===== src/rtl/key_input_conditioner_if.sv =====
// key_input_conditioner_if
//   Groups the raw board inputs and the conditioned outputs of
//   key_input_conditioner.
//   slave  : the conditioner (reads the raw inputs, drives the outputs).
//   master : the board/remap side (drives the raw inputs, reads the outputs).
//   raw_keys   [6:0] raw note keys, bit 6 = key1 ... bit 0 = key7
//   raw_pick         raw pick button, active high
//   key_onehot [6:0] winning key, one-hot, raw_keys bit order
//   key_valid        any debounced key pressed
//   multi_key        two or more debounced keys pressed
//   note_code  [3:0] winning key number 1..7, 0 when none
//   pick_level       debounced pick level
//   pick_pulse       one-clk pulse on debounced pick rise
interface key_input_conditioner_if;
   logic [6:0] raw_keys;
   logic       raw_pick;
   logic [6:0] key_onehot;
   logic       key_valid;
   logic       multi_key;
   logic [3:0] note_code;
   logic       pick_level;
   logic       pick_pulse;

   modport master (
      output raw_keys, raw_pick,
      input  key_onehot, key_valid, multi_key, note_code, pick_level, pick_pulse
   );

   modport slave (
      input  raw_keys, raw_pick,
      output key_onehot, key_valid, multi_key, note_code, pick_level, pick_pulse
   );
endinterface


===== src/rtl/key_input_conditioner.sv =====
// key_input_conditioner
//   Front end for the key-remap stage: each of the 8 raw inputs
//   (7 note keys + pick) is synchronised through two flops and debounced
//   independently; the debounced keys are priority-encoded (key1 wins) and
//   the debounced pick yields a level plus a one-clk rising-edge pulse.
//   All outputs are registered.
//   clk : system clock
//   rst : asynchronous reset, active low
//   kin : key_input_conditioner_if.slave (raw inputs in, conditioned outputs)

// key_debounce
//   One input lane: 2-flop synchroniser followed by a stability counter.
//   deb follows the synchronised input only after it has differed from deb
//   for DEBOUNCE_CYCLES consecutive clocks; any reversion restarts the count.
//   clk, rst : as above
//   raw      : asynchronous raw input
//   deb      : debounced level
module key_debounce #(
   parameter int DEBOUNCE_CYCLES = 1000000,
   parameter int CNT_W           = 20
) (
   input  logic clk,
   input  logic rst,
   input  logic raw,
   output logic deb
);
   localparam logic [CNT_W-1:0] LAST = CNT_W'(DEBOUNCE_CYCLES - 1);

   logic             s1, s2;
   logic [CNT_W-1:0] cnt;

   always_ff @(posedge clk or negedge rst) begin
      if (!rst) begin
         s1  <= 1'b0;
         s2  <= 1'b0;
         deb <= 1'b0;
         cnt <= '0;
      end else begin
         s1 <= raw;
         s2 <= s1;
         if (s2 == deb) begin
            cnt <= '0;
         end else if (cnt == LAST) begin
            // stable long enough: accept the new level and rearm
            deb <= s2;
            cnt <= '0;
         end else begin
            cnt <= cnt + CNT_W'(1);
         end
      end
   end
endmodule

module key_input_conditioner #(
   parameter int DEBOUNCE_CYCLES = 1000000,
   parameter int CNT_W           = 20
) (
   input logic                    clk,
   input logic                    rst,
   key_input_conditioner_if.slave kin
);
   localparam int NUM_LANES = 8;   // 7 keys + pick (bit 7)

   logic [NUM_LANES-1:0] raw_all;
   logic [NUM_LANES-1:0] deb_all;
   logic [6:0]           deb_keys;
   logic                 deb_pick;

   assign raw_all  = {kin.raw_pick, kin.raw_keys};
   assign deb_keys = deb_all[6:0];
   assign deb_pick = deb_all[7];

   for (genvar i = 0; i < NUM_LANES; i++) begin : g_lane
      key_debounce #(
         .DEBOUNCE_CYCLES (DEBOUNCE_CYCLES),
         .CNT_W           (CNT_W)
      ) u_deb (
         .clk (clk),
         .rst (rst),
         .raw (raw_all[i]),
         .deb (deb_all[i])
      );
   end

   // Priority encode: scanning upward, the last hit is the highest bit,
   // i.e. key1 (bit 6) has top priority.
   logic [6:0] win_oh;
   logic [3:0] win_code;
   logic       many_keys;

   always_comb begin
      win_oh   = '0;
      win_code = '0;
      for (int k = 0; k < 7; k++) begin
         if (deb_keys[k]) begin
            win_oh   = 7'(1) << k;
            win_code = 4'(7 - k);
         end
      end
   end

   // clearing the lowest set bit leaves something iff popcount >= 2
   assign many_keys = |(deb_keys & (deb_keys - 7'd1));

   logic [6:0] onehot_q;
   logic       valid_q, multi_q, level_q, pulse_q;
   logic [3:0] code_q;

   always_ff @(posedge clk or negedge rst) begin
      if (!rst) begin
         onehot_q <= '0;
         code_q   <= '0;
         valid_q  <= 1'b0;
         multi_q  <= 1'b0;
         level_q  <= 1'b0;
         pulse_q  <= 1'b0;
      end else begin
         onehot_q <= win_oh;
         code_q   <= win_code;
         valid_q  <= |deb_keys;
         multi_q  <= many_keys;
         level_q  <= deb_pick;
         // level_q still holds the previous deb_pick, so the pulse lines
         // up with the level rise
         pulse_q  <= deb_pick & ~level_q;
      end
   end

   assign kin.key_onehot = onehot_q;
   assign kin.note_code  = code_q;
   assign kin.key_valid  = valid_q;
   assign kin.multi_key  = multi_q;
   assign kin.pick_level = level_q;
   assign kin.pick_pulse = pulse_q;
endmodule


===== src/flat_wrapper.sv =====
// flat-port wrapper written by rule: the top's interface ports become plain ports
module key_input_conditioner_flat 
#(
   parameter int DEBOUNCE_CYCLES = 1000000,
   parameter int CNT_W           = 20
)
  (clk, rst, kin_raw_keys, kin_raw_pick, kin_key_onehot, kin_key_valid, kin_multi_key, kin_note_code, kin_pick_level, kin_pick_pulse);
  key_input_conditioner_if kin_i ();
  input logic clk;
  input logic rst;
  input wire logic [$bits(kin_i.raw_keys)-1:0] kin_raw_keys;
  input wire logic [$bits(kin_i.raw_pick)-1:0] kin_raw_pick;
  output wire logic [$bits(kin_i.key_onehot)-1:0] kin_key_onehot;
  output wire logic [$bits(kin_i.key_valid)-1:0] kin_key_valid;
  output wire logic [$bits(kin_i.multi_key)-1:0] kin_multi_key;
  output wire logic [$bits(kin_i.note_code)-1:0] kin_note_code;
  output wire logic [$bits(kin_i.pick_level)-1:0] kin_pick_level;
  output wire logic [$bits(kin_i.pick_pulse)-1:0] kin_pick_pulse;
  assign kin_i.raw_keys = kin_raw_keys;
  assign kin_i.raw_pick = kin_raw_pick;
  assign kin_key_onehot = kin_i.key_onehot;
  assign kin_key_valid = kin_i.key_valid;
  assign kin_multi_key = kin_i.multi_key;
  assign kin_note_code = kin_i.note_code;
  assign kin_pick_level = kin_i.pick_level;
  assign kin_pick_pulse = kin_i.pick_pulse;
  key_input_conditioner #(.DEBOUNCE_CYCLES(DEBOUNCE_CYCLES), .CNT_W(CNT_W)) u_core (.clk(clk), .rst(rst), .kin(kin_i));
endmodule

===== config.mk =====
export PLATFORM = sky130hd
export DESIGN_NAME = key_input_conditioner_flat
export DESIGN_NICKNAME = d
export VERILOG_FILES = /design/src/rtl/key_input_conditioner_if.sv /design/src/rtl/key_input_conditioner.sv /design/src/flat_wrapper.sv
export SDC_FILE = /design/constraint.sdc
export NUM_CORES = 1
export LEC_CHECK = 0
export CELL_PAD_IN_SITES_DETAIL_PLACEMENT = 2
export CELL_PAD_IN_SITES_GLOBAL_PLACEMENT = 2
export CORE_AREA = 2 2 155 157
export CTS_CLUSTER_DIAMETER = 120
export DETAILED_ROUTE_END_ITERATION = 8
export DIE_AREA = 0 0 157 159
export PLACE_DENSITY_LB_ADDON = 0.1
export SLEW_MARGIN = 0
export SYNTH_ARGS = -nofsm -noshare
export SYNTH_HDL_FRONTEND = slang
export SYNTH_HIERARCHICAL = 1
export SYNTH_SLANG_ARGS = --single-unit
export TNS_END_PERCENT = 30

===== constraint.sdc =====
create_clock -name clk -period 2.03 [get_ports clk]
set_clock_uncertainty 0.05 [all_clocks]
set_input_delay 0.3045 -clock clk [delete_from_list [all_inputs] [get_ports clk]]
set_output_delay 0.3045 -clock clk [all_outputs]
set_load 0.005 [all_outputs]

==> results by group, run 1 <==
Logic synthesis
  – Adder-cell share of the synthesized area: 0.0116
  – XOR/XNOR share of the synthesized area: 0.118
  – Synthesized Nets: 928
  – Post-synthesis mux area share: 0.0264
  – Flops & latches, synth: 198
  – Top cell type's share of synthesized area: 0.524
  – Syn avg cell area: 10.4 um2
  – Synth Area in Compound Gates: 0.0283
  – Synth Cell Area: 0.00946 mm2
  – Post-synthesis sequential area ratio: 0.524
  – Simple-gate share of the synthesized area: 0.273
  – Synth Warn #: 6
  – Synth Instances: 910
  – Yosys top cell by area: dfrtp_1
  – Largest family of logic cells by synthesized area: simple AND/OR/NAND/NOR gates
  – Unique masters post-synth: 36
  – Top cells by area, synth: dfrtp_1 52%, xnor2_1 8.1%, nor2_1 6.3%

Routing
  – Avg WL per Cell: 17.9 um
  – Drt first pass iters: 4
  – Avg Vias per Cell: 5.37
  – 1st-iter DRT viols: 212
  – Residual DRC: 0
  – ANT nets after route: 0
  – DRT Wirelength: 23.5 mm
  – DR vias: 7,067

Run
  – Max-cap violation count: 0

Final layout
  – Fillers: 2,403
  – Commonest non-fill, non-tap cells in the layout: 197 x dfrtp_1, 156 x nor2_1, 88 x xnor2_1
  – Final core utilization: 0.476
  – Commonest non-fill, non-tap cell in the layout: dfrtp_1
  – Area Overhead vs Synth: 16.6%
  – Nets: 1,001
  – Antenna fix cells: 0
  – Post-route insts no fill: 1,315
  – Fraction of layout cells with a size suffix above 1: 0.118

Placed design
  – HPWL after DPL: 16.4 mm
  – Worst slack, placed: 0.0708 ns
  – Inst Count DP: 1,282
  – RD Place Congestion: 0.769
  – IO buf count: 23

Die
  – Die Ht: 159 um
  – CORE AREA: 0.0232 mm2
  – Die Span X: 157 um
  – Row count: 56
  – Starting Density: 0.408
  – I/O pin count: 25
  – Die Footprint: 0.0250 mm2

Hold path
  – Hold Path Class: in2reg
  – Hold-critical path depth: 1

Timing
  – Final-report setup violation count: 0
  – PnR worst setup slack: 0.111 ns
  – Max Freq: 521 MHz
  – Max Slew Vio Count: 0
  – Fin. Hold Viols: 0
  – Period utilization: 0.945
  – Unrepaired setup endpoints after global routing: true
  – Post-layout min period: 1.92 ns

Clocking
  – Clock sinks: 198
  – Worst skew pair latency: 0.44 ns
  – H-tree level count: 4
  – Maximum clock path buffer count: 2
  – Root Driver: clkbuf_16
  – Post-CTS Setup Bufs: 0
  – Cts bufs inserted: 17
  – Clk slew on worst S/H paths: 0.08 ns
  – TritonCTS clock tree: yes

Global route
  – Initial antenna violation count: 0
  – Global Route Usage Sum: 0.205
  – Grt ovf: 0
  – First-pass GRT wire length: 41.5 mm
  – Largest net degree at the start of global routing: 69
  – Number of global-route vias before repair: 8,118

Worst setup path
  – WS Path Type: reg2reg
  – WP data arrival: 2.23 ns
  – Worst-path maximum fanout: 6
  – Critical Path Start Type: register
  – Element type at the critical path end: register
  – Reg2Reg Depth: 4
  – Worst EP required: 2.34 ns

Power and ir drop
  – Power consumption: 7.73 mW
  – Int Pwr: 5.83 mW
  – Power per cell area: 700 mW/mm2
  – Combinational Power Share: 0.035
  – Switching power: 1.90 mW
  – Sw Share: 0.245
  – Power share of the clock group: 0.441
  – Static leakage: 4.56 nW
  – Maximum vdd drop: 0.000579 V
  – Reg power frac: 0.525

Status
  – Status: complete, no violations
## final timing paths
path	from	to	slack, ns
worst max-delay path	u_core/g_lane[5].u_deb/cnt[9]	u_core/g_lane[5].u_deb/cnt[17]	0.11
worst min-delay path	kin_raw_pick	u_core/g_lane[7].u_deb/s1	0.25
worst max register to register	u_core/g_lane[5].u_deb/cnt[9]	u_core/g_lane[5].u_deb/cnt[17]	0.11
worst min register to register	u_core/g_lane[4].u_deb/s1	u_core/g_lane[4].u_deb/s2	0.30
max in group asynchronous	rst	u_core/g_lane[4].u_deb/s1	1.00
min in group asynchronous	rst	u_core/g_lane[0].u_deb/cnt[0]	0.26
## layout make-up
type	instances	area, um2	share of cell area
inverter	33	124	0.0112
sequential	198	4960	0.449
multi-input combinational	670	4390	0.398
tap	319	399	0.0362
clock buffer	17	425	0.0385
timing repair buffer	63	587	0.0532
clock inverter	15	156	0.0142
## sequential cells by signal (all words and copies together), names as in the netlist
signal	count
u_core/g_lane.u_deb/s1	8
u_core/g_lane.u_deb/s2	8
u_core/kin.key_valid	1
u_core/g_lane.u_deb/cnt	160
u_core/kin.multi_key	1
u_core/kin.key_onehot	7
u_core/kin.pick_level	1
u_core/kin.note_code	3
u_core/kin.pick_pulse	1
u_core/g_lane.u_deb/deb	8
## synth_stat cells
cell	number
a21oi_1	19
and2_1	10
and3_1	9
and4_1	16
buf_2	8
buf_4	1
conb_1	1
dfrtp_1	198
ha_1	8
inv_1	33
maj3_1	1
mux2_2	8
mux2i_1	16
nand2_1	51
nand2b_1	1
nand3_1	48
nand4_1	24
nand4_2	8
nand4_4	8
nor2_1	159
nor2b_1	3
nor3_1	41
nor3_4	1
nor3b_1	1
nor4_1	32
nor4_2	8
nor4_4	1
nor4b_1	16
o21ai_0	17
o21ai_1	2
o21ai_2	8
o21bai_1	1
or3_1	16
or4_1	8
xnor2_1	88
xor2_1	40
## what timing repair did
item	CTS	global route
pin swaps	0	2
setup endpoints to repair	1	8
cloned	0	0
gates resized for setup	1	8
hold endpoints to repair	21	0
hold buffers	1	0
## stage by stage
step                      hold WS [ns]  setup TNS (ns)  cell area [um2]
final                            0.246               0            11000
after global routing             0.232         -0.0274            11000
after CTS                        0.234               0            11000
after detailed placement         0.162               0            10400
after global placement           0.154               0            10400
after floorplan                -0.0411               0             9460
## critical path: stages, from the launching register on
cell and delay, ns:
dfrtp_1 0.46, nand4_2 0.23, or4_1 0.60, or3_1 0.33, a21oi_1 0.16
## layer usage
metal / GRT usage / share of wire / vias up
met5: 0 / 0 / -
met4: 0.0559 / 0.013 / 0
met3: 0.0299 / 0.017 / 22
met2: 0.372 / 0.54 / 69
met1: 0.252 / 0.43 / 3657
li1: - / - / 3319
## power by group through the flow
stage | logic (mW) | clock network [mW] | registers (mW)
final | 0.267 | 3.41 | 4.06
after floorplan | 0.112 | 0 | 4.12
after detailed placement | 0.273 | 0 | 4.13
after global placement | 0.258 | 0 | 4.12
after global routing | 0.308 | 3.68 | 4.07
after CTS | 0.281 | 3.52 | 4.06
## cell families after synthesis
family,after synthesis
compound gates,47
mux,24
flops,198
fa+ha+maj,9
simple gates,461
other cells,1
buf+inv,42
xor+xnor,128
Power figures use the tool's default switching activity.
==> run 2, diff against run 1 <==
CAP_MARGIN = 40   (was default)
==> results of run 2 <==
The final DEF is identical to that of run 1; final timing and power are the same.
